**src/rtl/fpadd_vec_recorder.sv**
```systemverilog
`default_nettype none
// ============================================================================
// fpadd_vec_recorder: packs fpadd transactions into 200-bit vector records,
// buffers them and streams each as seven 32-bit words, MSW first.
// Rev 1.0
// ============================================================================
module fpadd_vec_recorder #(
  parameter int DEPTH = 4,
  parameter int CNT_W = 16
) (
  input  logic             clk,
  input  logic             reset_n,
  input  logic             in_valid,
  output logic             in_ready,
  input  logic [63:0]      op1,
  input  logic [63:0]      op2,
  input  logic [63:0]      result,
  input  logic [4:0]       flags,
  output logic             out_valid,
  input  logic             out_ready,
  output logic [31:0]      out_data,
  output logic             out_last,
  output logic [CNT_W-1:0] rec_count
);

  localparam int         c_AW        = $clog2(DEPTH);
  localparam logic [2:0] c_LAST_WORD = 3'd6;

  typedef enum logic [0:0] {
    S_IDLE = 1'b0,
    S_SEND = 1'b1
  } state_t;

  logic [199:0]     r_mem [DEPTH];
  logic [c_AW:0]    r_wr_ptr;
  logic [c_AW:0]    r_rd_ptr;
  state_t           r_state;
  logic [2:0]       r_word_idx;
  logic [CNT_W-1:0] r_rec_count;

  logic             w_full;
  logic             w_empty;
  logic             w_push;
  logic             w_pop;
  logic [c_AW:0]    w_wr_next;
  logic [c_AW:0]    w_rd_next;
  logic [223:0]     w_pad;

  // Extra pointer MSB distinguishes full from empty when the low bits match.
  assign w_empty   = (r_wr_ptr == r_rd_ptr);
  assign w_full    = (r_wr_ptr[c_AW] != r_rd_ptr[c_AW]) &&
                     (r_wr_ptr[c_AW-1:0] == r_rd_ptr[c_AW-1:0]);
  assign w_push    = in_valid && !w_full;
  assign w_pop     = (r_state == S_SEND) && out_ready && (r_word_idx == 3'd0);
  assign w_wr_next = r_wr_ptr + {{c_AW{1'b0}}, w_push};
  assign w_rd_next = r_rd_ptr + {{c_AW{1'b0}}, w_pop};
  assign w_pad     = {24'h0, r_mem[r_rd_ptr[c_AW-1:0]]};

  assign in_ready  = !w_full;
  assign out_valid = (r_state == S_SEND);
  assign out_last  = (r_state == S_SEND) && (r_word_idx == 3'd0);
  assign out_data  = (r_state == S_SEND) ? w_pad[{r_word_idx, 5'b00000} +: 32] : 32'h0;
  assign rec_count = r_rec_count;

  always_ff @(posedge clk) begin
    if (w_push) begin
      r_mem[r_wr_ptr[c_AW-1:0]] <= {op1, op2, result, 3'b000, flags};
    end
  end

  always_ff @(posedge clk or negedge reset_n) begin
    if (!reset_n) begin
      r_wr_ptr    <= '0;
      r_rd_ptr    <= '0;
      r_state     <= S_IDLE;
      r_word_idx  <= c_LAST_WORD;
      r_rec_count <= '0;
    end else begin
      r_wr_ptr <= w_wr_next;
      r_rd_ptr <= w_rd_next;
      case (r_state)
        S_IDLE: begin
          r_word_idx <= c_LAST_WORD;
          if (!w_empty) begin
            r_state <= S_SEND;
          end
        end
        S_SEND: begin
          if (out_ready) begin
            if (r_word_idx == 3'd0) begin
              r_word_idx <= c_LAST_WORD;
              if (r_rec_count != {CNT_W{1'b1}}) begin
                r_rec_count <= r_rec_count + {{(CNT_W-1){1'b0}}, 1'b1};
              end
              // A record pushed on this same edge keeps the stream bubble-free.
              if (w_wr_next == w_rd_next) begin
                r_state <= S_IDLE;
              end
            end else begin
              r_word_idx <= r_word_idx - 3'd1;
            end
          end
        end
        default: begin
          r_state    <= S_IDLE;
          r_word_idx <= c_LAST_WORD;
        end
      endcase
    end
  end

endmodule
`default_nettype wire
```
**config.mk**
```make
export PLATFORM = sky130hd
export DESIGN_NAME = fpadd_vec_recorder
export DESIGN_NICKNAME = d
export VERILOG_FILES = /design/src/rtl/fpadd_vec_recorder.sv
export SDC_FILE = /design/constraint.sdc
export NUM_CORES = 1
export LEC_CHECK = 0
export ABC_CLOCK_PERIOD_IN_PS = 16500
export BUFFER_PORTS_ARGS = -buffer_cell sky130_fd_sc_hd__buf_2
export CAP_MARGIN = 0
export CORE_AREA = 2 2 244 246
export CTS_CLUSTER_SIZE = 28
export DETAILED_ROUTE_END_ITERATION = 16
export DIE_AREA = 0 0 246 248
export PLACE_DENSITY = 0.77
export SLEW_MARGIN = 10
export SYNTH_ARGS = -nofsm -noshare
export SYNTH_HDL_FRONTEND = slang
export SYNTH_SLANG_ARGS = --single-unit
```
**constraint.sdc**
```tcl
create_clock -name clk -period 16.5 [get_ports clk]
set_input_delay 3.3 -clock clk [delete_from_list [all_inputs] [get_ports clk]]
set_output_delay 3.3 -clock clk [all_outputs]
set_load 0.01 [all_outputs]
```
==> flow_metrics.tcl, run 1 <==
set metrics [dict create \
    post-synth-top-count-cell "sky130_fd_sc_hd__edfxtp_1" \
    top_level_ports 252 \
    synth-main-ff-cell "sky130_fd_sc_hd__edfxtp_1" \
    hold_bufs_at_cts 0 \
    routabilityCongestion 0.768 \
    cts.sink_count 814 \
    finalHoldViolations 0 \
    core-area_sq_mm 0.0585 \
    worst_pin_slew_ns 1.11 \
    timing.final.setup_violations 0 \
    critical_path.cell_chain "buf_12 > buf_4 > buf_4 > mux4_1 > a22oi_1 > o211ai_1 > buf_2" \
    first_pass_detailed_route_iteration_total 6 \
    timing.max_cap.violations 0 \
    postCtsResizedCells 0 \
    timing.critical_path.from_type "flip-flop" \
    timing.fmax_mhz 118 \
    yosys.cell_types.count 51 \
    clock_pin_slew_on_the_worst_setup_and_hold_paths_ns 0.06 \
    cp.arrival_ns 5.21 \
    area_delta_synth_final_pct 14.7 \
    ys_seq_area_share_pct 77.6 \
    synth-edff-count 788 \
    final_min_period_over_clock_period_pct 51.6 \
    gr-usage-met1_pct 30.2 \
    grt_pass1_wl_um 100000 \
    initial_standard_cell_utilization_of_the_core_pct 53.6 \
    syn-instance-count 1444 \
    drt_iter0_drc 1495 \
    placement.io_buffers 251 \
    vias 15635 \
    synth_commonest_cells "sky130_fd_sc_hd__edfxtp_1, sky130_fd_sc_hd__mux4_2, sky130_fd_sc_hd__mux2i_1" \
    grt_remaining_overflow 0 \
    gr-usage-met3_pct 6.14 \
    rows 89 \
    clock_latency_ns 0.62 \
    synth.area.top_cells "sky130_fd_sc_hd__edfxtp_1, sky130_fd_sc_hd__mux4_2, sky130_fd_sc_hd__mux2i_1, sky130_fd_sc_hd__dfrtp_1, sky130_fd_sc_hd__mux4_1" \
    numCtsBuffers 82 \
    fp.dieW_um 246 \
    total_leakage_power_nw 12.2 \
    min_period_ns 8.51 \
    critical_path_class "reg2out" \
    status "completed" \
    worstPathMaxFanout 135 \
    timing.critical_path.slowest_cell_delay_ns 0.90 \
    grt_util_met2_pct 35.8 \
    routed_via_density 6.04 \
    synthesis.area_sq_mm 0.0314 \
    post_synth.cell_area_avg_sq_um 21.7 \
    drt_wl_total_um 68300 \
    power.total_mw 6.39 \
    crit_top_cell "sky130_fd_sc_hd__buf_4" \
    pwr_density_cell_mw_per_mm2 178 \
    routed_wire_length_per_instance_um 26.4 \
    synth_top_area_share_pct 75.5 \
    clock_tree.root_cell "sky130_fd_sc_hd__clkbuf_16" \
    pre_cts_slack_ns 8.53 \
    timing.slew.headroom_pct 26.3 \
    synth-seq-cells 814 \
    post-route-worst-setup-slack_ns 7.99 \
    first_global_vias 16164 \
    worst_setup_path_end_kind "primary output" \
    antenna_found_initial 36 \
    yosys_warn_count 0 \
    floorplan.die_area_sq_mm 0.0610 \
    die_h_um 248 \
    detailed_place_hpwl_um 40700 \
    h_tree_levels 3 \
    final_antenna_net_count 0 \
    yosys.area.top_type "sky130_fd_sc_hd__edfxtp_1" \
    cts.repair_timing.setup_buffer_count 0 \
    final-max-slew-violation-count 0 \
    cp_max_stage_cell "sky130_fd_sc_hd__buf_4" \
    tritoncts_clock_tree "built" \
    clock_path_buffers 3 \
    drc 0 \
    hold_path_class "reg2reg" \
    crit_required_ns 13.20 \
    num-nets-final 1940 \
    gr-max-usage-layer "met2" \
    async_reset_ff_share_pct 3.19 \
    vdd_drop_max_mv 0.122 \
    clock-skew-final_ns 0.0204 \
    rsz0062_at_grt "no" \
    mappedNetlistNets 1652 \
    largest_net_degree_at_the_start_of_global_routing 136 \
    gr-usage-all-layers_pct 22.5 \
    fraction_of_layout_instances_using_a_drive_strength_above_1_pct 30.7 \
]
area by class of cell:
type / count / area (sq um)
flip-flops and latches: 814 / 24300
fillers: 3971 / 22500
multi-input cells: 549 / 6550
clock buffers: 101 / 2160
repair buffers: 279 / 1480
well taps: 773 / 967
clock inverters: 46 / 414
diodes: 20 / 50.0
inverters: 6 / 22.5
final timing paths:
path	start	endpoint	slack, ns	cells past startpoint
worst max-delay path	r_rd_ptr[0]	out_data[19]	7.99	7
worst min-delay path	rec_count[9]	rec_count[9]	0.53	1
worst max register to register	r_rd_ptr[0]	r_mem[3][177]	11.84	8
worst min register to register	rec_count[9]	rec_count[9]	0.53	1
max in group asynchronous	reset_n	r_rd_ptr[1]	13.35	1
min in group asynchronous	reset_n	rec_count[7]	2.68	1
logic make-up after synthesis:
kind of cell | count (synthesis) | share of synthesized area [%]
flip-flops | 814 | 77.6
multiplexers | 277 | 14.8
AO/OA/AOI/OAI | 166 | 3.66
buffers and inverters | 81 | 1.72
AND/OR/NAND/NOR | 80 | 1.45
XOR/XNOR | 19 | 0.531
adder cells (fa/ha/maj) | 7 | 0.279
cells in the final DEF, fill, tap and decap left out, drive strengths merged, types with 5 or more instances in the layout:
| cell type | n |
|---|---|
| a21oi | 18 |
| edfxtp | 788 |
| mux4 | 146 |
| clkinv | 34 |
| dfrtp | 24 |
| a22oi | 27 |
| inv | 9 |
| o221ai | 6 |
| buf | 279 |
| ha | 7 |
| and3 | 9 |
| o211ai | 27 |
| xor2 | 8 |
| nand2 | 11 |
| nand3 | 10 |
| o21ai | 35 |
| bufinv | 6 |
| mux2i | 127 |
| diode | 20 |
| nor2 | 14 |
| a221oi | 24 |
| clkbuf | 101 |
| o22ai | 14 |
| xnor2 | 11 |
| nand4 | 5 |
stage by stage:
| step | TNS [ns] | utilization (%) | instances | cell area (sq um) | hold slack [ns] |
|---|---|---|---|---|---|
| 2_1_floorplan | -1072.90 | - | 1444 | 31400 | 0.488 |
| 3_3_place_gp | 0 | 57.0 | 2421 | 33300 | 0.502 |
| 3_5_place_dp | 0 | 57.0 | 2421 | 33300 | 0.513 |
| 4_1_cts | 0 | 61.4 | 2568 | 35900 | 0.524 |
| 5_1_grt | 0 | 61.5 | 2581 | 36000 | 0.545 |
| 6_report | 0 | 61.5 | 2588 | 36000 | 0.525 |
registers in the layout (all words and copies together) (netlist names):
| register | count |
|---|---|
| rec_count | 16 |
| r_word_idx | 3 |
| r_wr_ptr | 3 |
| r_mem | 788 |
| out_valid | 1 |
| r_rd_ptr | 3 |
power breakdown:
part | internal (mW) | leakage (nW) | total, mW | switching (mW)
combinational | 0.689 | 3.42 | 1.68 | 0.996
sequential | 2.77 | 7.55 | 2.93 | 0.162
clock | 1.03 | 1.26 | 1.78 | 0.748
total | 4.49 | 12.2 | 6.39 | 1.91
metal layers:
layer  part of all wire, %  vias up
li1                      -     6719
met1                    40     8152
met2                    50      594
met5                  0.30        -
met4                   2.1       34
met3                   8.1      136
critical path, delay by kind of cell (launching register included):
| family | cells | cell delay, ns |
|---|---|---|
| buffers and inverters | 4 | 2.68 |
| multiplexers | 1 | 0.64 |
| AO/OA/AOI/OAI | 2 | 0.40 |
| flip-flops | 1 | 0.69 |
Power figures use the tool's default switching activity.
==> run 2: changes to the inputs <==
Settings changed: ABC_CLOCK_PERIOD_IN_PS 16500 to 8350, CORE_AREA 2 2 244 246 to 2 2 234 236, DIE_AREA 0 0 246 248 to 0 0 236 238, PLACE_DENSITY 0.77 to 0.79.
Clock period 16.5 ns to 8.35 ns, I/O delays scaled along.
==> flow_metrics.tcl, run 2 (same netlist as run 1, synthesis figures left out) <==
set metrics [dict create \
    status "completed" \
    vdd_drop_max_mv 0.242 \
    power.share.switching_pct 29.4 \
    cell_area_after_layout_sq_mm 0.0357 \
    rsz0062_at_grt "no" \
    routed_wire_length_per_instance_um 26.2 \
    h_tree_levels 3 \
    hold_path_class "reg2reg" \
    numCtsBuffers 81 \
    clock_power_share_pct 27.4 \
    cts.repair_timing.setup_buffer_count 0 \
    timing.max_cap.violations 0 \
    most-common-layout-cells "sky130_fd_sc_hd__edfxtp_1, sky130_fd_sc_hd__buf_2, sky130_fd_sc_hd__mux4_2, sky130_fd_sc_hd__mux2i_1, sky130_fd_sc_hd__clkbuf_16" \
    layout.core_utilization_pct 66.8 \
    timing.fmax_mhz 176 \
    drt_wl_total_um 65300 \
    core-area_sq_mm 0.0535 \
    pwr_density_cell_mw_per_mm2 350 \
    min_period_ns 5.68 \
    worst_setup_path_end_kind "primary output" \
    final.fill_count 3383 \
    floorplan.die_area_sq_mm 0.0562 \
    power.share.combinational_pct 26.0 \
    final_min_period_over_clock_period_pct 68.0 \
    fraction_of_layout_instances_using_a_drive_strength_above_1_pct 29.9 \
    largest_reg_flops 788 \
    finalHoldViolations 0 \
    clock-skew-final_ns 0.0118 \
    final_antenna_net_count 0 \
    clock_tree.root_cell "sky130_fd_sc_hd__clkbuf_16" \
    vias 15423 \
    antenna_found_initial 27 \
    grt_remaining_overflow 0 \
    worstPathMaxFanout 57 \
    worst-r2r-setup-slack_ns 3.88 \
    critical_path_class "reg2out" \
    timing.critical_path.from_type "flip-flop" \
    clock_path_buffers 3 \
    placed_area_sq_mm 0.0332 \
    share_seq_of_total_power_pct 46.7 \
    drt_iter0_drc 1517 \
    area_delta_synth_final_pct 14.0 \
    intPower_mw 8.82 \
    worst_pin_slew_ns 1.11 \
    crit_required_ns 6.68 \
    num-nets-final 1930 \
    post-route-worst-setup-slack_ns 2.67 \
    routed_via_density 6.19 \
    rows 85 \
    tritoncts_clock_tree "built" \
    die_h_um 238 \
    cts.sink_count 814 \
    initial_standard_cell_utilization_of_the_core_pct 58.6 \
    pre_cts_slack_ns 3.35 \
    postCtsResizedCells 0 \
    final_common_cell "sky130_fd_sc_hd__edfxtp_1" \
    timing.slew.headroom_pct 25.7 \
    hold_bufs_at_cts 0 \
    routabilityCongestion 0.778 \
    timing.final.setup_violations 0 \
    total_leakage_power_nw 12.1 \
    drc 0 \
    clock_pin_slew_on_the_worst_setup_and_hold_paths_ns 0.06 \
    cp.arrival_ns 4.01 \
    first_global_vias 15855 \
    largest_net_degree_at_the_start_of_global_routing 133 \
    gr-usage-all-layers_pct 23.7 \
    final-max-slew-violation-count 0 \
    clock_latency_ns 0.62 \
    fp.dieW_um 236 \
    power_switching_mw 3.68 \
    top_level_ports 252 \
    placement.io_buffers 251 \
    detailed_place_hpwl_um 38900 \
    first_pass_detailed_route_iteration_total 7 \
    grt_pass1_wl_um 98600 \
]
run 2: cell types whose count changed in the layout (fill, tap and decap cells not counted), moves of 3 or more:
cell	change
sky130_fd_sc_hd__buf_12	+3
sky130_fd_sc_hd__clkbuf_1	+6
sky130_fd_sc_hd__clkinv_2	-6
sky130_fd_sc_hd__diode_2	-7
sky130_fd_sc_hd__buf_4	-12
run 2: power groups by stage:
stage                     clock [mW]  sequential (mW)  combinational (mW)
after detailed placement           0             5.92                3.28
after global placement             0             5.85                3.23
final                           3.42             5.83                3.24
after floorplan                    0             5.87                2.46
after CTS                       3.48             5.84                3.30
after global routing            3.64             5.90                3.48
run 2: metrics by stage:
step	power [mW]	hold slack, ns	TNS, ns	std cells
after floorplan	8.34	0.488	-665.76	1444
after global placement	9.08	0.493	0	2335
after detailed placement	9.20	0.503	0	2335
after CTS	12.6	0.514	0	2477
after global routing	13.0	0.526	0	2481
final	12.5	0.511	0	2490
run 2: path summary, 6_finish.rpt:
kind / startpoint / endpoint / cells after the start
max: r_rd_ptr[1] / out_data[0] / 6
min: rec_count[14] / rec_count[14] / 1
max reg2reg: r_rd_ptr[0] / r_mem[3][86] / 7
min reg2reg: rec_count[14] / rec_count[14] / 1
max in group asynchronous: reset_n / r_rd_ptr[1] / 1
min in group asynchronous: reset_n / r_word_idx[0] / 1
run 2: area by class of cell:
class	instances	area, sq um	share of cell area (%)
inverter	6	22.5	0.0630
clock inverter	38	347	0.969
tap	696	871	2.44
multi-input combinational	549	6570	18.4
clock buffer	104	2130	5.97
timing repair buffer	270	1450	4.05
sequential	814	24300	68.0
antenna	13	32.5	0.0910
run 2: worst max-delay path: stages (launching register included):
cell and delay, ns:
sky130_fd_sc_hd__dfrtp_4 0.95, sky130_fd_sc_hd__buf_4 0.80, sky130_fd_sc_hd__or3_1 0.33, sky130_fd_sc_hd__o21ai_0 0.13
sky130_fd_sc_hd__o41ai_1 0.77, sky130_fd_sc_hd__a21oi_1 0.13, sky130_fd_sc_hd__buf_2 0.19
run 2: metal layers:
layer	GRT usage [%]	vias to the layer above	wire length [um]
li1	-	6698	-
met1	32.6	8055	26500
met2	38.1	499	32200
met3	6.04	137	4850
met4	7.30	34	1490
met5	0	-	225
